### src/rtl/mem_port_arbiter_pkg.sv
// Shared definitions for the unified memory port arbiter.
// Holds the response-owner encoding and the default bus widths used by
// the arbiter interface.
package mips_mem_pkg;

  typedef logic [1:0] owner_t;

  localparam owner_t OWN_NONE = 2'd0;
  localparam owner_t OWN_IF   = 2'd1;
  localparam owner_t OWN_DM   = 2'd2;

  localparam int DEF_ADDR_WIDTH = 32;
  localparam int DEF_DATA_WIDTH = 32;

endpackage

### src/rtl/mem_port_arbiter_if.sv
// Bus bundle for the arbiter. It carries the instruction-fetch port (if_*),
// the data load/store port (dm_*) and the unified memory port (mem_*).
//   slave  : arbiter view. Takes the requests and mem_rdata, and drives the
//            grants, the responses and the memory command.
//   master : core/memory view. This is the mirror image of slave.
interface mem_port_arbiter_if
  import mips_mem_pkg::*;
#(
  parameter int ADDR_WIDTH = DEF_ADDR_WIDTH,
  parameter int DATA_WIDTH = DEF_DATA_WIDTH
);
  logic                  if_req;
  logic [ADDR_WIDTH-1:0] if_addr;
  logic                  if_gnt;
  logic                  if_rvalid;
  logic [DATA_WIDTH-1:0] if_rdata;

  logic                  dm_req;
  logic                  dm_we;
  logic [ADDR_WIDTH-1:0] dm_addr;
  logic [DATA_WIDTH-1:0] dm_wdata;
  logic                  dm_gnt;
  logic                  dm_rvalid;
  logic [DATA_WIDTH-1:0] dm_rdata;

  logic [ADDR_WIDTH-1:0] mem_addr;
  logic                  mem_we;
  logic [DATA_WIDTH-1:0] mem_wdata;
  logic [DATA_WIDTH-1:0] mem_rdata;

  modport slave (
    input  if_req, if_addr,
    output if_gnt, if_rvalid, if_rdata,
    input  dm_req, dm_we, dm_addr, dm_wdata,
    output dm_gnt, dm_rvalid, dm_rdata,
    output mem_addr, mem_we, mem_wdata,
    input  mem_rdata
  );

  modport master (
    output if_req, if_addr,
    input  if_gnt, if_rvalid, if_rdata,
    output dm_req, dm_we, dm_addr, dm_wdata,
    input  dm_gnt, dm_rvalid, dm_rdata,
    input  mem_addr, mem_we, mem_wdata,
    output mem_rdata
  );
endinterface

### src/rtl/mem_port_arbiter_starve_counter.sv
// Saturating up-counter that counts consecutive cycles in which a requester
// is refused.
// Ports:
//   clk, reset : clock and asynchronous active-high reset
//   inc        : count one more refused cycle (holds once saturated)
//   clr        : return to zero (takes priority over inc)
//   sat        : the count has reached MAX
module starve_counter #(
  parameter int MAX = 4
) (
  input  logic clk,
  input  logic reset,
  input  logic inc,
  input  logic clr,
  output logic sat
);
  localparam int W = $clog2(MAX + 1);
  localparam logic [W-1:0] MAX_V = W'(MAX);

  logic [W-1:0] cnt;

  always_ff @(posedge clk or posedge reset) begin
    if (reset)
      cnt <= '0;
    else if (clr)
      cnt <= '0;
    else if (inc && cnt != MAX_V)
      cnt <= cnt + W'(1);
  end

  assign sat = (cnt == MAX_V);
endmodule

### src/rtl/mem_port_arbiter.sv
// Shares one synchronous-read memory port between instruction fetch (IF)
// and data load/store (DM). The data port normally has priority. After
// MAX_WAIT consecutive refused IF cycles, IF is forced through. Read data
// comes back one cycle after the grant and goes to the port that owns it.
// Ports:
//   clk, reset : clock and asynchronous active-high reset
//   bus        : IF, DM and memory signals (slave modport)
module mem_port_arbiter
  import mips_mem_pkg::*;
#(
  parameter int MAX_WAIT = 4
) (
  input  logic clk,
  input  logic reset,
  mem_port_arbiter_if.slave bus
);
  logic   force_if;
  logic   if_gnt;
  logic   dm_gnt;
  logic   starve_inc;
  logic   starve_clr;
  owner_t resp_own;
  owner_t own_nxt;

  assign starve_inc = bus.if_req & ~if_gnt;
  assign starve_clr = if_gnt | ~bus.if_req;

  starve_counter #(.MAX(MAX_WAIT)) u_starve (
    .clk   (clk),
    .reset (reset),
    .inc   (starve_inc),
    .clr   (starve_clr),
    .sat   (force_if)
  );

  // Both grants are held low during reset so that no store can reach the memory.
  always_comb begin
    if_gnt = ~reset & bus.if_req & (~bus.dm_req | force_if);
    dm_gnt = ~reset & bus.dm_req & ~if_gnt;
  end

  always_comb begin
    bus.mem_addr  = '0;
    bus.mem_we    = 1'b0;
    bus.mem_wdata = '0;
    if (if_gnt) begin
      bus.mem_addr = bus.if_addr;
    end else if (dm_gnt) begin
      bus.mem_addr  = bus.dm_addr;
      bus.mem_we    = bus.dm_we;
      bus.mem_wdata = bus.dm_wdata;
    end
  end

  // A store produces no response, so only loads claim the next read slot.
  always_comb begin
    own_nxt = OWN_NONE;
    if (if_gnt)
      own_nxt = OWN_IF;
    else if (dm_gnt && !bus.dm_we)
      own_nxt = OWN_DM;
  end

  always_ff @(posedge clk or posedge reset) begin
    if (reset)
      resp_own <= OWN_NONE;
    else
      resp_own <= own_nxt;
  end

  assign bus.if_gnt    = if_gnt;
  assign bus.dm_gnt    = dm_gnt;
  assign bus.if_rvalid = (resp_own == OWN_IF);
  assign bus.dm_rvalid = (resp_own == OWN_DM);
  assign bus.if_rdata  = bus.mem_rdata;
  assign bus.dm_rdata  = bus.mem_rdata;
endmodule
### src/flat_wrapper.sv
// flat-port wrapper written by rule: the top's interface ports become plain ports
module mem_port_arbiter_flat import mips_mem_pkg::*;
#(
  parameter int MAX_WAIT = 4
)
  (clk, reset, bus_if_req, bus_if_addr, bus_if_gnt, bus_if_rvalid, bus_if_rdata, bus_dm_req, bus_dm_we, bus_dm_addr, bus_dm_wdata, bus_dm_gnt, bus_dm_rvalid, bus_dm_rdata, bus_mem_addr, bus_mem_we, bus_mem_wdata, bus_mem_rdata);
  mem_port_arbiter_if bus_i ();
  input  logic clk;
  input  logic reset;
  input wire logic [$bits(bus_i.if_req)-1:0] bus_if_req;
  input wire logic [$bits(bus_i.if_addr)-1:0] bus_if_addr;
  output wire logic [$bits(bus_i.if_gnt)-1:0] bus_if_gnt;
  output wire logic [$bits(bus_i.if_rvalid)-1:0] bus_if_rvalid;
  output wire logic [$bits(bus_i.if_rdata)-1:0] bus_if_rdata;
  input wire logic [$bits(bus_i.dm_req)-1:0] bus_dm_req;
  input wire logic [$bits(bus_i.dm_we)-1:0] bus_dm_we;
  input wire logic [$bits(bus_i.dm_addr)-1:0] bus_dm_addr;
  input wire logic [$bits(bus_i.dm_wdata)-1:0] bus_dm_wdata;
  output wire logic [$bits(bus_i.dm_gnt)-1:0] bus_dm_gnt;
  output wire logic [$bits(bus_i.dm_rvalid)-1:0] bus_dm_rvalid;
  output wire logic [$bits(bus_i.dm_rdata)-1:0] bus_dm_rdata;
  output wire logic [$bits(bus_i.mem_addr)-1:0] bus_mem_addr;
  output wire logic [$bits(bus_i.mem_we)-1:0] bus_mem_we;
  output wire logic [$bits(bus_i.mem_wdata)-1:0] bus_mem_wdata;
  input wire logic [$bits(bus_i.mem_rdata)-1:0] bus_mem_rdata;
  assign bus_i.if_req = bus_if_req;
  assign bus_i.if_addr = bus_if_addr;
  assign bus_if_gnt = bus_i.if_gnt;
  assign bus_if_rvalid = bus_i.if_rvalid;
  assign bus_if_rdata = bus_i.if_rdata;
  assign bus_i.dm_req = bus_dm_req;
  assign bus_i.dm_we = bus_dm_we;
  assign bus_i.dm_addr = bus_dm_addr;
  assign bus_i.dm_wdata = bus_dm_wdata;
  assign bus_dm_gnt = bus_i.dm_gnt;
  assign bus_dm_rvalid = bus_i.dm_rvalid;
  assign bus_dm_rdata = bus_i.dm_rdata;
  assign bus_mem_addr = bus_i.mem_addr;
  assign bus_mem_we = bus_i.mem_we;
  assign bus_mem_wdata = bus_i.mem_wdata;
  assign bus_i.mem_rdata = bus_mem_rdata;
  mem_port_arbiter #(.MAX_WAIT(MAX_WAIT)) u_core (.clk(clk), .reset(reset), .bus(bus_i));
endmodule
### config.mk
export PLATFORM = sky130hd
export DESIGN_NAME = mem_port_arbiter_flat
export DESIGN_NICKNAME = d
export VERILOG_FILES = /design/src/rtl/mem_port_arbiter_pkg.sv /design/src/rtl/mem_port_arbiter_if.sv /design/src/rtl/mem_port_arbiter_starve_counter.sv /design/src/rtl/mem_port_arbiter.sv /design/src/flat_wrapper.sv
export SDC_FILE = /design/constraint.sdc
export NUM_CORES = 1
export LEC_CHECK = 0
export ABC_AREA = 1
export CAP_MARGIN = 15
export CORE_AREA = 2 2 104 106
export DETAILED_ROUTE_END_ITERATION = 6
export DIE_AREA = 0 0 106 108
export GPL_TIMING_DRIVEN = 0
export PLACE_DENSITY = 0.59
export RECOVER_POWER = 100
export SLEW_MARGIN = 20
export SYNTH_ARGS = -nofsm -noshare
export SYNTH_HDL_FRONTEND = slang
export SYNTH_SLANG_ARGS = --single-unit
### constraint.sdc
create_clock -name clk -period 3.4 [get_ports clk]
set_input_delay 0.51 -clock clk [delete_from_list [all_inputs] [get_ports clk]]
set_output_delay 0.51 -clock clk [all_outputs]
set_load 0.005 [all_outputs]
# Word level (Yosys, flattened, before mapping)
# Index checks and enable logic that the tools add are counted.
# classes
n_addsub	1
eq_ne	4
n_mux	10
bitwise	11
n_reduce_logical	4
# ops
op	count
$mux W32	4
$mux W3	2
$and A1 B1 Y1	5
$mux W2	2
$not A1 Y1	4
$add A3 B1 Y3 const B	1
$eq A3 B3 Y1 const B	1
$ne A3 B3 Y1 const B	1
$eq A2 B1 Y1 const B	1
$eq A2 B2 Y1 const B	1
$logic_and A1 B1 Y1	2
$mux W1	2
$or A1 B1 Y1	2
$reduce_bool A2 Y1	1
$logic_not A1 Y1	1
# totals
ff_bits	5
in_bits	133
output_inout_bits	133

# Depth between registers and ports, before layout
# logic_depth
ltp_word	8
mapped_depth	8
depth_no_buf	7

# Modules after synthesis
# A second synthesis with hierarchy kept.
# hier_totals
cells_unflattened	287
hier_area_um2	1635.3
# modules_own_cells
module	n_inst	cells_per_inst	area_each_um2	seq_area_each_um2
mem_port_arbiter	1	261	1446.4	50.0
starve_counter	1	26	188.9	75.1

# Least setup slack after synthesis
# No wires, ideal clock.
# synth_timing
kind	reg-to-output
startpoint	register u_core.u_starve.cnt[0]
endpoint	output port bus_mem_wdata[22]
arrival_ps	1195
t_required_ps	2890
path_slack_ps	1695
stages_incl_launch_ff	9
path_buffers	1
path_cell_list	dfrtp_1 inv_1 ha_1 nand2_2 nand2_4 nand2_8 nand2_4 buf_6 nor2_1
# synth_via
elab_chain_cells	7
# synth_lines
element	line	text
from (decl)	mem_port_arbiter_starve_counter.sv:20	logic [W-1:0] cnt;
from (signal assigned)	mem_port_arbiter_starve_counter.sv:28	cnt <= cnt + W'(1);
$eq A3 B3 Y1 (*)	mem_port_arbiter_starve_counter.sv:31	assign sat = (cnt == MAX_V);
$or A1 B1 Y1 (*)	mem_port_arbiter.sv:38	if_gnt = ~reset & bus.if_req & (~bus.dm_req | force_if);
$and A1 B1 Y1 (*)	mem_port_arbiter.sv:38	
$not A1 Y1	mem_port_arbiter.sv:39	dm_gnt = ~reset & bus.dm_req & ~if_gnt;
$and A1 B1 Y1	mem_port_arbiter.sv:39	
$mux W32	mem_port_arbiter.sv:48	end else if (dm_gnt) begin
$mux W32 (*)	mem_port_arbiter.sv:46	if (if_gnt) begin
to (decl)	flat_wrapper.sv:24	output wire logic [$bits(bus_i.mem_wdata)-1:0] bus_mem_wdata;
# Mark *: on every way between the ends. The rest lies on a longest branch, timed or not.

# Final worst setup path
# layout_timing
startpoint	input port reset
endpoint	output port bus_mem_addr[23]
# layout_via
elab_chain_cells	7
elab_cells_between_ends	8
# layout_lines
element	line	text
from (decl)	flat_wrapper.sv:9	input logic reset;
$not A1 Y1 (*)	mem_port_arbiter.sv:38, mem_port_arbiter.sv:39	
$and A1 B1 Y1 (2 in a row)	mem_port_arbiter.sv:38	
$not A1 Y1	mem_port_arbiter.sv:39	
$and A1 B1 Y1	mem_port_arbiter.sv:39	
$mux W32	mem_port_arbiter.sv:48	
$mux W32 (*)	mem_port_arbiter.sv:46	
to (decl)	flat_wrapper.sv:22	output wire logic [$bits(bus_i.mem_addr)-1:0] bus_mem_addr;
# Marked as above.

==> flow_metrics.py <==
metrics = {
    "synth": {
        "post-synth-top-area-cell": "sky130_fd_sc_hd__buf_4",
        "synth_top_area_share_pct": 30.0,
        "yosys.cell_count.top_type": "sky130_fd_sc_hd__nand3_1",
        "ys_seq_area_share_pct": 7.82,
        "synth.avg_cell_area_sq_um": 5.71,
        "postSynthNetCount": 415,
        "postSynthRegisterBits": 5,
        "number_of_different_library_cells_in_the_post_synthesis_netlist": 15,
        "mapped_area_sq_um": 1600,
        "ys.flop_type": "sky130_fd_sc_hd__dfrtp_1",
        "warnings_from_yosys": 0,
        "number_of_enable_type_register_cells_in_the_synthesized_netlist": 0,
        "fraction_of_registers_with_async_set_or_reset_after_synthesis_pct": 100,
        "post_synth_main_area_contributors": "sky130_fd_sc_hd__buf_4 30%, sky130_fd_sc_hd__nand3_1 20%, sky130_fd_sc_hd__inv_1 10%",
        "ys_top_cells_by_count": "65 x sky130_fd_sc_hd__nand3_1, 64 x sky130_fd_sc_hd__buf_4, 43 x sky130_fd_sc_hd__inv_1",
        "number_of_instances_in_the_synthesized_netlist": 280,
    },
    "timing": {
        "report.final.hold_viol_count": 0,
        "max_slew_margin_pct": 72.1,
        "pins_over_slew_limit": 0,
        "worst_pin_slew_ns": 0.417,
        "unrepaired_setup_endpoints_after_global_routing": "no",
        "timing.final.ws_setup_ns": 0.317,
        "whs_ns": 0.620,
        "finalCritPeriodShare_pct": 90.7,
        "finalSetupViolations": 0,
        "setup-tns-final_ns": 0,
        "clock-skew-final_ns": 0.00382,
        "achievable-frequency_mhz": 324,
        "post_layout_minimum_cycle_time_ns": 3.08,
    },
    "routing": {
        "vias": 2525,
        "drt_iter0_drcs": 82,
        "routed_wl_um": 7410,
        "avgViaCountPerCell": 3.87,
        "post_drt_wl_per_cell_um": 11.3,
        "antenna_violating_nets_post_route": 0,
        "drc": 0,
        "detailedRoute.firstPassIterationCount": 5,
    },
    "floorplanning": {
        "die_width_um": 106,
        "io_pins": 266,
        "floorplan.die.height_um": 108,
        "placement_rows": 37,
        "dieArea_sq_um": 11400,
        "floorplan.initialDensity_pct": 15.6,
        "coreArea_sq_um": 10200,
    },
    "global_routing": {
        "grt_start_max_net_pins": 11,
        "grt_usage_pct": 11.6,
        "grt_first_pass_wirelength_um": 10900,
        "antenna_found_initial": 0,
        "grt.overflow.total": 0,
        "number_of_global_route_vias_before_repair": 2424,
    },
    "critical_path": {
        "critPathLaunchType": "input port",
        "cp.required_ns": 2.89,
        "cp_capture_type": "primary output",
        "crit_type": "in2out",
        "crit_path_max_fanout": 10,
        "cp_data_arrival_time_ns": 2.57,
    },
    "place": {
        "placed_insts": 649,
        "place.detailed.hpwl_um": 6730,
        "placement.cell_area_sq_um": 4100,
        "gpl.final_weighted_congestion": 0.724,
        "portBuffers": 233,
        "pre_cts_ws_ns": 0.421,
    },
    "power": {
        "total_power_mw": 0.620,
        "ir_drop_v": 0.0000801,
        "power_per_cell_area_nw_per_um2": 150,
        "leakagePower_nw": 2.08,
    },
    "run_status": {
        "run_status": "completed",
    },
    "final_layout": {
        "design.final.nets": 653,
        "post_route_cells_drive_above_1_share_pct": 16.8,
        "finalInstanceArea_sq_um": 4130,
        "syn_to_final_growth_pct": 158,
        "layout.core_utilization_pct": 40.4,
        "diodes": 0,
        "layout.cells.non_filler": 653,
    },
    "cts": {
        "cts.htree.levels": 1,
        "cts_buffers": 3,
        "cts_hold_buf": 0,
        "ctsRootBufferMaster": "sky130_fd_sc_hd__clkbuf_8",
        "ctsLongestPathBuffers": 2,
        "clock_sinks": 5,
        "clock_latency_ns": 0.22,
        "cts_tree": "built",
        "cts-resized-gates": 0,
        "post_cts.repair.setup_buffers": 0,
        "clk_pin_slew_worst_paths_ns": 0.04,
    },
    "min_path": {
        "timing.hold.worst.class": "reg2reg",
    },
    "flow_run": {
        "max_cap_viol_count": 0,
    },
}
==> worst max-delay path: stages <==
cell and delay (ns):
sky130_fd_sc_hd__dlygate4sd3_1 0.59, sky130_fd_sc_hd__nor2_4 0.21, sky130_fd_sc_hd__nand2_1 0.30, sky130_fd_sc_hd__buf_6 0.25, sky130_fd_sc_hd__nand3_1 0.07, sky130_fd_sc_hd__nand2_1 0.05, sky130_fd_sc_hd__dlygate4sd3_1 0.58
==> layout make-up <==
class                      count  area, sq um
buffer                        79          593
clock buffer                   4         45.0
fill                        1047         6100
inverter                      44          165
multi-input combinational    152          699
sequential                     5          125
tap                          136          170
timing repair buffer         233         2330
==> where the power goes <==
part / switching [mW] / leakage, nW / internal (mW)
Clock: 0.0276 / 0.0228 / 0.0804
Combinational: 0.144 / 1.99 / 0.298
Sequential: 0.00430 / 0.0667 / 0.0659
Total: 0.175 / 2.08 / 0.444
==> cells in the final DEF (no fill, tap or decap), types with 2 or more instances in the layout <==
cell type,instances
sky130_fd_sc_hd__clkbuf_8,3
sky130_fd_sc_hd__nand3_1,65
sky130_fd_sc_hd__nor2_1,41
sky130_fd_sc_hd__inv_1,43
sky130_fd_sc_hd__nand2_1,39
sky130_fd_sc_hd__buf_4,64
sky130_fd_sc_hd__buf_6,6
sky130_fd_sc_hd__nand2_4,2
sky130_fd_sc_hd__dfrtp_1,5
sky130_fd_sc_hd__dlygate4sd3_1,96
sky130_fd_sc_hd__ha_1,2
sky130_fd_sc_hd__buf_2,9
sky130_fd_sc_hd__clkdlybuf4s50_1,137
==> sequential cells by signal (all words and copies together) (netlist names) <==
name / count
u_core.resp_own: 2
u_core.u_starve.cnt: 3
==> logic make-up after synthesis <==
group                      Yosys count  synth area share (%)
adders and majority gates            2                  1.56
xor gates and xnor gates             1                 0.548
DFF                                  5                  7.82
and+or+nand+nor                    149                  42.6
buffers and inverters              123                  47.4
==> layer usage <==
metal | GRT usage, % | wire length [um]
met4 | 2.26 | 53
met5 | 0 | 0
met1 | 11.4 | 2450
met2 | 24.0 | 4070
met3 | 3.44 | 838
==> path summary, 6_finish.rpt <==
kind	from	to	slack, ns	depth (start not counted)
worst max-delay path	reset	bus_mem_addr[23]	0.32	7
worst min-delay path	u_core.u_starve.cnt[1]	u_core.u_starve.cnt[1]	0.62	4
worst min register to register	u_core.u_starve.cnt[1]	u_core.u_starve.cnt[1]	0.62	4
min in group asynchronous	reset	u_core.u_starve.cnt[0]	0.72	2
worst max register to register	u_core.u_starve.cnt[0]	u_core.resp_own[0]	1.83	7
max in group asynchronous	reset	u_core.resp_own[1]	2.48	2
Note: power is estimated with default switching activity, not from simulation.
